`src/rtl/vga_timing_if.sv`:
```
// rtl/vga_timing_if.sv - raster timing bundle from vga_timing to pixel-source stages
interface vga_timing_if;
  logic [9:0] hcount;
  logic [9:0] vcount;
  logic       de;
  logic       hsync;
  logic       vsync;
  logic       line_start;
  logic       frame_start;
  logic       vblank;
  logic [7:0] frame_count;

  modport master (
    output hcount, vcount, de, hsync, vsync,
           line_start, frame_start, vblank, frame_count
  );

  modport slave (
    input  hcount, vcount, de, hsync, vsync,
           line_start, frame_start, vblank, frame_count
  );
endinterface

```
`src/rtl/vga_timing.sv`:
```
// rtl/vga_timing.sv - pixel-rate raster generator with aligned syncs, de and frame markers
module vga_timing #(
  parameter int H_ACTIVE = 640,
  parameter int H_FP     = 16,
  parameter int H_SYNC   = 96,
  parameter int H_BP     = 48,
  parameter int V_ACTIVE = 480,
  parameter int V_FP     = 10,
  parameter int V_SYNC   = 2,
  parameter int V_BP     = 33,
  parameter int HS_POL   = 0,
  parameter int VS_POL   = 0
) (
  input  logic          clk_pix,
  input  logic          reset,
  vga_timing_if.master  vga
);

  localparam int H_TOTAL = H_ACTIVE + H_FP + H_SYNC + H_BP;
  localparam int V_TOTAL = V_ACTIVE + V_FP + V_SYNC + V_BP;

  localparam logic [9:0]  H_LAST   = 10'(H_TOTAL - 1);
  localparam logic [9:0]  V_LAST   = 10'(V_TOTAL - 1);
  // Thresholds carry an extra bit so a sync window ending exactly at 1024 still compares correctly.
  localparam logic [10:0] H_ACT_E  = 11'(H_ACTIVE);
  localparam logic [10:0] HS_BEG   = 11'(H_ACTIVE + H_FP);
  localparam logic [10:0] HS_END   = 11'(H_ACTIVE + H_FP + H_SYNC);
  localparam logic [10:0] V_ACT_E  = 11'(V_ACTIVE);
  localparam logic [10:0] VS_BEG   = 11'(V_ACTIVE + V_FP);
  localparam logic [10:0] VS_END   = 11'(V_ACTIVE + V_FP + V_SYNC);
  localparam logic        HS_ON    = (HS_POL != 0);
  localparam logic        VS_ON    = (VS_POL != 0);

  logic [9:0] hcount_q, hcount_d;
  logic [9:0] vcount_q, vcount_d;
  logic       de_q, de_d;
  logic       hsync_q, hsync_d;
  logic       vsync_q, vsync_d;
  logic       line_start_q, line_start_d;
  logic       frame_start_q, frame_start_d;
  logic       vblank_q, vblank_d;
  logic [7:0] frame_count_q, frame_count_d;
  logic [10:0] h_ext, v_ext;

  // Outputs are decoded from the next counter state so they land on the same edge as the counters.
  always_comb begin
    hcount_d = hcount_q + 10'd1;
    vcount_d = vcount_q;
    if (hcount_q >= H_LAST) begin
      hcount_d = '0;
      vcount_d = (vcount_q >= V_LAST) ? '0 : vcount_q + 10'd1;
    end

    h_ext = {1'b0, hcount_d};
    v_ext = {1'b0, vcount_d};

    de_d          = (h_ext < H_ACT_E) && (v_ext < V_ACT_E);
    hsync_d       = ((h_ext >= HS_BEG) && (h_ext < HS_END)) ? HS_ON : !HS_ON;
    vsync_d       = ((v_ext >= VS_BEG) && (v_ext < VS_END)) ? VS_ON : !VS_ON;
    vblank_d      = (v_ext >= V_ACT_E);
    line_start_d  = (hcount_d == 10'd0);
    frame_start_d = line_start_d && (vcount_d == 10'd0);
    frame_count_d = frame_start_d ? frame_count_q + 8'd1 : frame_count_q;
  end

  always_ff @(posedge clk_pix) begin
    if (reset) begin
      hcount_q      <= H_LAST;
      vcount_q      <= V_LAST;
      de_q          <= 1'b0;
      hsync_q       <= !HS_ON;
      vsync_q       <= !VS_ON;
      line_start_q  <= 1'b0;
      frame_start_q <= 1'b0;
      vblank_q      <= 1'b1;
      frame_count_q <= 8'd0;
    end else begin
      hcount_q      <= hcount_d;
      vcount_q      <= vcount_d;
      de_q          <= de_d;
      hsync_q       <= hsync_d;
      vsync_q       <= vsync_d;
      line_start_q  <= line_start_d;
      frame_start_q <= frame_start_d;
      vblank_q      <= vblank_d;
      frame_count_q <= frame_count_d;
    end
  end

  assign vga.hcount      = hcount_q;
  assign vga.vcount      = vcount_q;
  assign vga.de          = de_q;
  assign vga.hsync       = hsync_q;
  assign vga.vsync       = vsync_q;
  assign vga.line_start  = line_start_q;
  assign vga.frame_start = frame_start_q;
  assign vga.vblank      = vblank_q;
  assign vga.frame_count = frame_count_q;

endmodule

```
`src/flat_wrapper.sv`:
```
// flat-port wrapper written by rule: the top's interface ports become plain ports
module vga_timing_flat 
#(
  parameter int H_ACTIVE = 640,
  parameter int H_FP     = 16,
  parameter int H_SYNC   = 96,
  parameter int H_BP     = 48,
  parameter int V_ACTIVE = 480,
  parameter int V_FP     = 10,
  parameter int V_SYNC   = 2,
  parameter int V_BP     = 33,
  parameter int HS_POL   = 0,
  parameter int VS_POL   = 0
)
  (clk_pix, reset, vga_hcount, vga_vcount, vga_de, vga_hsync, vga_vsync, vga_line_start, vga_frame_start, vga_vblank, vga_frame_count);
  vga_timing_if vga_i ();
  input  logic clk_pix;
  input  logic reset;
  output wire logic [$bits(vga_i.hcount)-1:0] vga_hcount;
  output wire logic [$bits(vga_i.vcount)-1:0] vga_vcount;
  output wire logic [$bits(vga_i.de)-1:0] vga_de;
  output wire logic [$bits(vga_i.hsync)-1:0] vga_hsync;
  output wire logic [$bits(vga_i.vsync)-1:0] vga_vsync;
  output wire logic [$bits(vga_i.line_start)-1:0] vga_line_start;
  output wire logic [$bits(vga_i.frame_start)-1:0] vga_frame_start;
  output wire logic [$bits(vga_i.vblank)-1:0] vga_vblank;
  output wire logic [$bits(vga_i.frame_count)-1:0] vga_frame_count;
  assign vga_hcount = vga_i.hcount;
  assign vga_vcount = vga_i.vcount;
  assign vga_de = vga_i.de;
  assign vga_hsync = vga_i.hsync;
  assign vga_vsync = vga_i.vsync;
  assign vga_line_start = vga_i.line_start;
  assign vga_frame_start = vga_i.frame_start;
  assign vga_vblank = vga_i.vblank;
  assign vga_frame_count = vga_i.frame_count;
  vga_timing #(.H_ACTIVE(H_ACTIVE), .H_FP(H_FP), .H_SYNC(H_SYNC), .H_BP(H_BP), .V_ACTIVE(V_ACTIVE), .V_FP(V_FP), .V_SYNC(V_SYNC), .V_BP(V_BP), .HS_POL(HS_POL), .VS_POL(VS_POL)) u_core (.clk_pix(clk_pix), .reset(reset), .vga(vga_i));
endmodule
```
`config.mk`:
```
export PLATFORM = sky130hd
export DESIGN_NAME = vga_timing_flat
export DESIGN_NICKNAME = d
export VERILOG_FILES = /design/src/rtl/vga_timing_if.sv /design/src/rtl/vga_timing.sv /design/src/flat_wrapper.sv
export SDC_FILE = /design/constraint.sdc
export NUM_CORES = 1
export LEC_CHECK = 0
export ABC_AREA = 1
export CELL_PAD_IN_SITES_DETAIL_PLACEMENT = 1
export CELL_PAD_IN_SITES_GLOBAL_PLACEMENT = 1
export CORE_MARGIN = 5
export CORE_UTILIZATION = 40
export DETAILED_ROUTE_END_ITERATION = 7
export MAX_ROUTING_LAYER = met4
export PLACE_DENSITY_LB_ADDON = 0.1
export SLEW_MARGIN = 20
export SYNTH_ARGS = -nofsm -noshare
export SYNTH_HDL_FRONTEND = slang
export SYNTH_SLANG_ARGS = --single-unit
```
`constraint.sdc`:
```
create_clock -name clk_pix -period 4.1 [get_ports clk_pix]
set_input_delay 0.615 -clock clk_pix [delete_from_list [all_inputs] [get_ports clk_pix]]
set_output_delay 0.615 -clock clk_pix [all_outputs]
set_load 0.02 [all_outputs]
```
==> results_dict.tcl <==
set metrics [dict create \
    final_area_um2 2500 \
    dp_hpwl_um 4200 \
    status "complete, no violations" \
    layout-drive-gt1-share_pct 12.0 \
    overflow 0 \
    ys_warn_count 0 \
    die_x_um 80.9 \
    dieArea_um2 6540 \
    hold_buffers 0 \
    antenna_found_initial 0 \
    worst_path_largest_cell_delay_ns 0.42 \
    ios 36 \
    postPlaceCellArea_um2 2410 \
    syn_area_um2 2010 \
    ys_ff_latch 34 \
    min_period_ns 2.38 \
    vias 1969 \
    gp_congestion 0.749 \
    drtIter0Drc 83 \
    clk_latency_ns 0.29 \
    worstMarginPinSlew_ns 0.769 \
    slowest_stage "dfxtp_1" \
    hold_start "u_core.vga.frame_count[4]$_SDFFE_PP0P_" \
    cts_root_buf "clkbuf_8" \
    io_buffers 35 \
    post_drt_via_cell_ratio 5.04 \
    syn_avg_cell_area_um2 7.03 \
    slew_headroom_pct 48.6 \
    peakVddDrop_mv 0.265 \
    area_growth_pct 24.4 \
    core_area_um2 4820 \
    tns_ns 0 \
    synth_fp_nets 292 \
    cts_resized 0 \
    cts_setup_buffers 0 \
    ys_seq_area_share_pct 33.9 \
    max_freq_ghz 0.420 \
    grt_max_degree 22 \
    grtUsageTotal_pct 19.5 \
    rows 25 \
    reg2reg_from "u_core.vga.hcount[0]$_SDFF_PP1_" \
    p_leak_nw 1.07 \
    total_power_mw 1.68 \
    drtAntennaViolNets 0 \
    final-setup-viol-count 0 \
    cp-end-kind "register" \
    crit_fanout 17 \
    drt_first_pass_iters 4 \
    yosysTopAreaCellShare_pct 33.9 \
    critPathRequiredTime_ns 4.25 \
    hold_viol_final 0 \
    path_delay_family "simple AND/OR/NAND/NOR gates" \
    hp-class "reg2reg" \
    clkTransAtPathRegs_ns 0.07 \
    syn_inst 286 \
    fin_skew_ns 0.00290 \
    cts_buffer_depth 2 \
    synth_cell_types 34 \
    maxCapViolCount 0 \
    cts_buffers 5 \
    crit_path_start_kind "register" \
    diodes 0 \
    finalCritPeriodShare_pct 58.1 \
    critPathBufInv 1 \
    start_util_pct 41.7 \
    power-per-cell-area_nw_per_um2 670 \
    crit_arrival_ns 2.53 \
    rsz0062_at_grt "false" \
    critical_path.startpoint "u_core.vga.hcount[0]$_SDFF_PP1_" \
    slew_viol_final 0 \
    synthTopCellsByArea "dfxtp_1 (34%), nand2_1 (14%), nand3_1 (7.0%)" \
    cp_common_cell "nand2_2" \
    grt_pass1_vias 2076 \
    cts_tree "yes" \
    nets 329 \
    cts_htree_levels 2 \
    yosysTopAreaCell "dfxtp_1" \
    clock_sinks 34 \
    drc 0 \
    crit_type "reg2reg" \
    drt_wl_total_um 5440 \
    grt_pass1_wl_um 9660 \
    drt-wirelength-per-cell_um 13.9 \
    die_height_um 80.9 \
    cp_cell_sequence "ha_1 -> nand2_2 -> inv_2 -> nand2_2 -> nand2_4 -> nand2_4 -> nand3_1 -> nand2_1 -> nor2_1 -> nand2_2 -> nor2_8 -> nand3_4 -> nand2_1 -> a21oi_1" \
]
[cells by family (layout without fill, tap and decap cells)]
group | after synthesis | after routing | share of synthesized area (%)
AND/OR/NAND/NOR | 177 | 177 | 44.7
buffers and inverters | 38 | 76 | 8.09
flip-flops | 34 | 34 | 33.9
AO/OA/AOI/OAI | 26 | 26 | 7.84
XOR/XNOR | 7 | 7 | 3.05
adder cells (fa/ha/maj) | 4 | 4 | 2.49
[layout by cell type, fill, tap and decap left out, drive strengths merged]
cell type / netlist / routed
nand3: 35 / 35
or2: 1 / 1
clkinvlp: 0 / 1
a31oi: 1 / 1
nand4: 15 / 15
nand2: 83 / 83
dfxtp: 34 / 34
ha: 4 / 4
clkbuf: 2 / 6
a21oi: 13 / 13
inv: 32 / 32
o311ai: 1 / 1
o21bai: 3 / 3
xor2: 5 / 5
a221oi: 1 / 1
clkdlybuf4s50: 0 / 35
nor2: 38 / 38
xnor2: 2 / 2
o21ai: 7 / 7
clkinv: 1 / 2
nor3: 5 / 5
[cells in the mapped netlist]
library cell  count
dfxtp_1          34
nor3_1            5
inv_2             4
or2_2             1
nand3_1          28
nor2_2            2
o311ai_0          1
ha_1              4
nor2_1           31
nand3_2           6
a31oi_1           1
nor2_8            3
o21ai_2           1
nand4_1          15
xnor2_1           2
nand2_2           7
a221oi_1          1
a21oi_1          12
inv_1            28
o21bai_2          1
xor2_1            5
a21oi_2           1
o21ai_1           1
nand2_4           2
clkinv_1          1
buf_8             1
nand3_4           1
buf_2             1
clkbuf_1          2
nand2_1          74
o21ai_0           5
buf_6             1
o21bai_1          2
nor2_4            2
[worst register-to-register path, cell delays in order (launching register included)]
cell and delay (ns):
dfxtp_1 0.42, ha_1 0.22, nand2_2 0.10, inv_2 0.08
nand2_2 0.07, nand2_4 0.11, nand2_4 0.14, nand3_1 0.20
nand2_1 0.10, nor2_1 0.16, nand2_2 0.12, nor2_8 0.21
nand3_4 0.15, nand2_1 0.10, a21oi_1 0.06
[registers in the layout, summed over array words and instances (netlist names)]
register                count
u_core.vga.vcount          10
u_core.vga.frame_count      8
u_core.vga.line_start       1
u_core.vga.frame_start      1
u_core.vga.hcount          10
u_core.vga.de               1
u_core.vga.vsync            1
u_core.vga.vblank           1
u_core.vga.hsync            1
[per-layer routing]
| layer | GRT usage [%] | vias up | part of all wire (%) | routed length (µm) |
|---|---|---|---|---|
| li1 | - | 1004 | - | - |
| met1 | 22.4 | 922 | 44 | 2400 |
| met2 | 33.3 | 30 | 51 | 2770 |
| met3 | 3.99 | 13 | 3.0 | 164 |
| met4 | 7.09 | 0 | 1.9 | 106 |
| met5 | - | - | 0 | 0 |
[path summary, 6_finish.rpt]
kind                                            end  slack (ns)  cells past startpoint
max          u_core.vga.frame_count[1]$_SDFFE_PP0P_        1.72                     14
min          u_core.vga.frame_count[4]$_SDFFE_PP0P_        0.49                      2
max reg2reg  u_core.vga.frame_count[1]$_SDFFE_PP0P_        1.72                     14
min reg2reg  u_core.vga.frame_count[4]$_SDFFE_PP0P_        0.49                      2
[power breakdown]
part	switching (mW)	internal (mW)	total, mW
sequential	0.0909	0.397	0.488
combinational	0.619	0.307	0.927
clock	0.127	0.135	0.262
total	0.838	0.839	1.68
[metrics by stage]
step | setup slack (ns) | cells | hold slack [ns] | util (%)
final | 1.72 | 391 | 0.487 | 51.9
after global routing | 1.47 | 391 | 0.525 | 51.9
after CTS | 1.71 | 391 | 0.489 | 51.9
after detailed placement | 1.46 | 383 | 0.478 | 49.9
after global placement | 1.53 | 383 | 0.465 | 49.9
after floorplan | 2.02 | 286 | 0.550 | -
[cell type report]
| type | instances | area [µm²] |
|---|---|---|
| Multi-Input combinational cell | 214 | 1170 |
| Clock buffer | 6 | 82.6 |
| Timing Repair Buffer | 35 | 350 |
| Tap cell | 67 | 83.8 |
| Sequential cell | 34 | 681 |
| Inverter | 33 | 124 |
| Clock inverter | 2 | 12.5 |
| Fill cell | 649 | 2320 |
(Power assumes the default switching activity.)
